[src/rtl/mul_red_issue.sv]
// Issues coefficient/twiddle reads to an external modular multiplier and buffers its results
// in a credit-controlled FIFO. Defining MUL_RED_ISSUE_CHECK_EN builds the sticky range checker.
module mul_red_issue #(
    parameter int unsigned MUL_LAT    = 5,
    parameter int unsigned ADDR_W     = 8,
    parameter int unsigned FIFO_DEPTH = 4
) (
    input  logic              clk,
    input  logic              rst,
    input  logic              start,
    input  logic              mode,
    input  logic [1:0]        sel_a,
    input  logic [ADDR_W:0]   len,
    output logic              rd_en,
    output logic [ADDR_W-1:0] rd_addr,
    input  logic [23:0]       rd_coef,
    input  logic [23:0]       rd_tw,
    output logic [23:0]       mul_A,
    output logic [23:0]       mul_w,
    output logic              mul_Red_mode,
    output logic [1:0]        mul_sel_a,
    input  logic [23:0]       mul_result,
    output logic              res_valid,
    input  logic              res_ready,
    output logic [23:0]       res_data,
    output logic [ADDR_W-1:0] res_addr,
    output logic              busy,
    output logic              done,
    output logic              err
);
    localparam int unsigned PTR_W = $clog2(FIFO_DEPTH);
    // Wide enough for fifo count plus in-flight count (each at most FIFO_DEPTH).
    localparam int unsigned CNT_W = PTR_W + 2;

    typedef enum logic [1:0] {StIdle, StIssue, StDrain, StDone} state_e;

    state_e            state_q, state_d;
    logic              mode_q;
    logic [1:0]        sel_q;
    logic [ADDR_W:0]   len_q;
    logic [ADDR_W:0]   cnt_q;
    logic              rd_pend_q;
    logic [MUL_LAT:0]  tag_vld_q;
    logic [ADDR_W-1:0] tag_addr_q [MUL_LAT+1];
    logic [CNT_W-1:0]  inflight_q;
    logic [CNT_W-1:0]  fifo_cnt_q;
    logic [PTR_W-1:0]  wr_ptr_q, rd_ptr_q;
    logic [23:0]       fifo_data_q [FIFO_DEPTH];
    logic [ADDR_W-1:0] fifo_addr_q [FIFO_DEPTH];

    logic        accept, credit, last_issue, push, pop, fifo_empty;
    logic [23:0] push_data;

    assign accept     = (state_q == StIdle) && start;
    assign credit     = (fifo_cnt_q + inflight_q) < CNT_W'(FIFO_DEPTH);
    assign rd_en      = (state_q == StIssue) && credit;
    assign rd_addr    = rd_en ? cnt_q[ADDR_W-1:0] : '0;
    assign last_issue = rd_en && ((cnt_q + 1'b1) == len_q);

    assign mul_A        = rd_pend_q ? rd_coef : '0;
    assign mul_w        = rd_pend_q ? rd_tw : '0;
    assign busy         = (state_q != StIdle);
    assign done         = (state_q == StDone);
    assign mul_Red_mode = busy & mode_q;
    assign mul_sel_a    = busy ? sel_q : '0;

    assign push       = tag_vld_q[MUL_LAT];
    assign push_data  = {mode_q ? 1'b0 : mul_result[23], mul_result[22:0]};
    assign fifo_empty = (fifo_cnt_q == '0);
    assign pop        = res_valid && res_ready;
    assign res_valid  = !fifo_empty;
    assign res_data   = fifo_empty ? '0 : fifo_data_q[rd_ptr_q];
    assign res_addr   = fifo_empty ? '0 : fifo_addr_q[rd_ptr_q];

    always_comb begin
        state_d = state_q;
        case (state_q)
            StIdle: begin
                if (start) state_d = (len == '0) ? StDone : StIssue;
            end
            StIssue: begin
                if (last_issue) state_d = StDrain;
            end
            StDrain: begin
                // Leave as the last entry is popped so done follows it by one cycle.
                if (inflight_q == '0 && (fifo_empty || (fifo_cnt_q == CNT_W'(1) && pop))) begin
                    state_d = StDone;
                end
            end
            StDone:  state_d = StIdle;
            default: state_d = StIdle;
        endcase
    end

    always_ff @(posedge clk) begin
        if (rst) begin
            state_q    <= StIdle;
            mode_q     <= 1'b0;
            sel_q      <= '0;
            len_q      <= '0;
            cnt_q      <= '0;
            rd_pend_q  <= 1'b0;
            tag_vld_q  <= '0;
            inflight_q <= '0;
        end else begin
            state_q   <= state_d;
            rd_pend_q <= rd_en;
            tag_vld_q <= {tag_vld_q[MUL_LAT-1:0], rd_en};
            if (accept) begin
                mode_q <= mode;
                sel_q  <= sel_a;
                len_q  <= len;
                cnt_q  <= '0;
            end else if (rd_en) begin
                cnt_q <= cnt_q + 1'b1;
            end
            if (rd_en && !push) begin
                inflight_q <= inflight_q + 1'b1;
            end else if (push && !rd_en) begin
                inflight_q <= inflight_q - 1'b1;
            end
        end
    end

    always_ff @(posedge clk) begin
        tag_addr_q[0] <= rd_addr;
        for (int i = 1; i <= int'(MUL_LAT); i++) begin
            tag_addr_q[i] <= tag_addr_q[i-1];
        end
    end

    always_ff @(posedge clk) begin
        if (rst) begin
            wr_ptr_q   <= '0;
            rd_ptr_q   <= '0;
            fifo_cnt_q <= '0;
        end else begin
            if (push) wr_ptr_q <= wr_ptr_q + 1'b1;
            if (pop) rd_ptr_q <= rd_ptr_q + 1'b1;
            if (push && !pop) begin
                fifo_cnt_q <= fifo_cnt_q + 1'b1;
            end else if (pop && !push) begin
                fifo_cnt_q <= fifo_cnt_q - 1'b1;
            end
        end
    end

    always_ff @(posedge clk) begin
        if (push) begin
            fifo_data_q[wr_ptr_q] <= push_data;
            fifo_addr_q[wr_ptr_q] <= tag_addr_q[MUL_LAT];
        end
    end

`ifdef MUL_RED_ISSUE_CHECK_EN
    logic range_bad;
    logic err_q;

    always_comb begin
        range_bad = 1'b0;
        if (mode_q) begin
            range_bad = push_data >= 24'd8380417;
        end else begin
            range_bad = (push_data[11:0] >= 12'd3329) || (push_data[23:12] >= 12'd3329);
        end
    end

    always_ff @(posedge clk) begin
        if (rst) begin
            err_q <= 1'b0;
        end else if (accept) begin
            err_q <= 1'b0;
        end else if (push && range_bad) begin
            err_q <= 1'b1;
        end
    end

    assign err = err_q;
`else
    assign err = 1'b0;
`endif

endmodule

[config.mk]
export PLATFORM = sky130hd
export DESIGN_NAME = mul_red_issue
export DESIGN_NICKNAME = d
export VERILOG_FILES = /design/src/rtl/mul_red_issue.sv
export SDC_FILE = /design/constraint.sdc
export NUM_CORES = 1
export LEC_CHECK = 0
export CAP_MARGIN = 25
export CELL_PAD_IN_SITES_DETAIL_PLACEMENT = 1
export CELL_PAD_IN_SITES_GLOBAL_PLACEMENT = 1
export CORE_ASPECT_RATIO = 0.75
export CORE_UTILIZATION = 40
export DETAILED_ROUTE_END_ITERATION = 16
export PLACE_DENSITY = 0.79
export SYNTH_ARGS = -nofsm -noshare
export SYNTH_HDL_FRONTEND = slang
export SYNTH_SLANG_ARGS = --single-unit
export TNS_END_PERCENT = 50
[constraint.sdc]
create_clock -name clk -period 4.8 [get_ports clk]
set_input_delay 0.48 -clock clk [delete_from_list [all_inputs] [get_ports clk]]
set_output_delay 0.48 -clock clk [all_outputs]
set_load 0.05 [all_outputs]
==> impl_metrics.tcl <==
set metrics [dict create \
    vias_per_cell 4.94 \
    num_rows 45 \
    grtUsageTotal_pct 19.6 \
    p_int_w 0.00381 \
    syn_inst 584 \
    tightest_slew_ns 0.909 \
    io_pins 184 \
    dp_hpwl_um 14800 \
    maxCapViolCount 0 \
    startpoint_type "flip-flop" \
    rsz0062_at_grt "false" \
    finClkSkew_ns 0.0109 \
    slowest_stage "clkdlybuf4s50_1" \
    ys.flop_type "edfxtp_1" \
    ys_ff_latch 219 \
    postSynth.asyncResetShare_pct 0 \
    p_seq_share_pct 36.3 \
    cts_buffers 22 \
    crit_required_ns 4.32 \
    setup_viol 0 \
    worstSetupEndpointType "output port" \
    cts_hold_buf 0 \
    htreeDepth 1 \
    die_area_um2 21900 \
    hp-class "flip-flop to flip-flop" \
    regArea_um2 5670 \
    cpPeakStageDelay_ns 0.70 \
    synth_warnings 0 \
    num_vias 5256 \
    swShare_pct 36.3 \
    grt_max_degree 50 \
    wl_um 20900 \
    power.density_nw_per_um2 529 \
    drc 0 \
    crit_chain "ha_1 > a31oi_1 > nand4b_1 > nand3_2 > and2_2 > clkdlybuf4s50_1" \
    cts_root_buf "clkbuf_16" \
    synth_edf_count 128 \
    ys_types 50 \
    multi_input_area_um2 2650 \
    overflow 0 \
    io_buffer_count 182 \
    clock_path_buffers 3 \
    start_util_pct 41.4 \
    fmax_ghz 0.276 \
    clk_pin_slew_worst_paths_ns 0.06 \
    synth.net_count 691 \
    slew_viol_final 0 \
    p_clk_share_pct 27.0 \
    critPathKind "flip-flop to output port" \
    first_iter_violations 283 \
    syn_avg_cell_area_um2 14.6 \
    clock-sinks 219 \
    post_route_cells_drive_above_1_share_pct 10.9 \
    tns_ns 0 \
    cts_tree "built" \
    finalHoldViolCount 0 \
    crit_fanout 20 \
    period_share_pct 75.6 \
    cts_resized 0 \
    clk-insertion-delay-late_ns 0.50 \
    die_h_um 128 \
    peakVddDrop_mv 0.247 \
    fill_cells 2008 \
    final_nets 872 \
    syn_to_final_growth_pct 32.6 \
    status "finished clean" \
    wire_per_inst_um 19.6 \
    synth_area_um2 8520 \
    postCtsSetupBuffers 0 \
    relSlewSlack_pct 39.4 \
    antenna_found_initial 1 \
    die_w_um 171 \
    postLayoutCoreUtil_pct 55.0 \
    design.core.area_um2 20600 \
    ys_seq_area_share_pct 66.5 \
    layout_min_cycle_time_ns 3.63 \
    switching_power_w 0.00217 \
    gp_routability_congestion 0.948 \
    combPwrFrac_pct 36.8 \
    cp.arrival_ns 3.15 \
    cp_top_family "simple AND/OR/NAND/NOR gates" \
    first_pass_iters 4 \
    setup_ws_ns 1.17 \
    grt_pass1_vias 5843 \
    power_leakage_nw 3.92 \
    drtAntennaViolNets 0 \
    grt_pass1_wl_um 32500 \
    crit_buf_inv 1 \
    post-place-ws_ns 1.48 \
]
## synthesized netlist by cell type (all sizes together) (2+ instances only)
master | number | area share [%]
nor4 | 2 | 0.15
nand2b | 3 | 0.22
o211a | 2 | 0.24
o21ai | 3 | 0.18
inv | 9 | 0.40
or3 | 2 | 0.15
nand4b | 2 | 0.21
a221oi | 2 | 0.35
edfxtp | 128 | 45
nand4 | 6 | 0.44
xnor2 | 12 | 1.2
a31oi | 2 | 0.15
buf | 10 | 1.0
nor2 | 32 | 1.4
mux2i | 4 | 0.47
a21oi | 20 | 1.2
mux4 | 32 | 8.5
nor2b | 10 | 0.73
clkbuf | 19 | 0.97
nand2 | 33 | 1.5
and2 | 96 | 7.1
ha | 18 | 2.6
xor2 | 17 | 1.7
dfxtp | 91 | 21
nor3 | 4 | 0.24
nand3 | 9 | 0.59
o31ai | 2 | 0.18
## final cells by class
cell class / instances / share of cell area [%]
Clock buffer: 32 / 5.57
Multi-Input combinational cell: 326 / 23.4
Inverter: 9 / 0.299
Timing Repair Buffer: 187 / 16.9
Clock inverter: 8 / 0.543
Sequential cell: 219 / 50.2
Antenna cell: 1 / 0.0221
Tap cell: 282 / 3.12
## path summary, 6_finish.rpt
kind,slack (ns),endpoint,depth (start not counted),startpoint
worst max-delay path,1.17,rd_addr[3],6,inflight_q[1]
worst min register to register,0.32,tag_addr_q[2][2],0,tag_addr_q[1][2]
worst max register to register,1.42,inflight_q[3],12,inflight_q[1]
worst min-delay path,0.32,tag_addr_q[2][2],0,tag_addr_q[1][2]
## layer usage
metal,vias up,GRT usage [%],share of wire [%]
met5,-,0,0
met1,2589,22.7,40
met3,32,4.77,6.6
li1,2443,-,-
met2,192,35.5,50
met4,0,7.10,3.3
## placed cells by master, fill, tap and decap left out, types with 7 or more instances in the layout
master           Yosys  layout
nor2_1              32      32
inv_1                9       9
xnor2_1             12      12
and2_1              93      89
nand2_1             33      33
nand3_1              8       8
clkbuf_16            0      23
clkdlybuf4s50_1      0     182
edfxtp_1           128     128
ha_1                18      18
mux4_2              32      32
clkbuf_1            17       7
xor2_1              17      17
nor2b_1             10      10
a21oi_1             20      20
dfxtp_1             91      90
## sequential cells by signal, indices dropped and copies added, names as in the netlist, named ones only
register     cells
tag_addr_q      48
fifo_data_q     96
rd_ptr_q         2
wr_ptr_q         2
inflight_q       4
mode_q           1
tag_vld_q        6
sel_q            2
state_q          2
fifo_addr_q     32
fifo_cnt_q       4
len_q            9
cnt_q            9
## logic make-up (layout without fill, tap and decap cells)
kind of cell,count (synthesis),after routing,share of synthesized area (%)
adders and majority gates,19,19,2.88
buffers and inverters,39,236,2.50
DFF,219,219,66.5
xor gates and xnor gates,29,29,2.98
and+or+nand+nor,204,204,13.3
muxes,36,36,8.93
AOI/OAI and AO/OA,37,37,2.88
other,1,2,0.0440
## through the flow
| step | hold slack (ns) | instance area [um^2] | power (W) | std cells |
|---|---|---|---|---|
| floorplan | 0.310 | 8520 | 0.00364 | 584 |
| global placement | 0.311 | 10500 | 0.00429 | 1020 |
| detailed placement | 0.313 | 10600 | 0.00439 | 1022 |
| CTS | 0.325 | 11300 | 0.00603 | 1062 |
| global route | 0.330 | 11300 | 0.00623 | 1064 |
| finish | 0.321 | 11300 | 0.00598 | 1064 |
## power by group through the flow
stage	clock [W]	combinational (W)	sequential, W
global placement	0	0.00206	0.00223
finish	0.00161	0.00220	0.00217
global route	0.00172	0.00233	0.00219
detailed placement	0	0.00217	0.00223
CTS	0.00165	0.00219	0.00219
floorplan	0	0.00150	0.00214
Power figures use the tool's default switching activity.
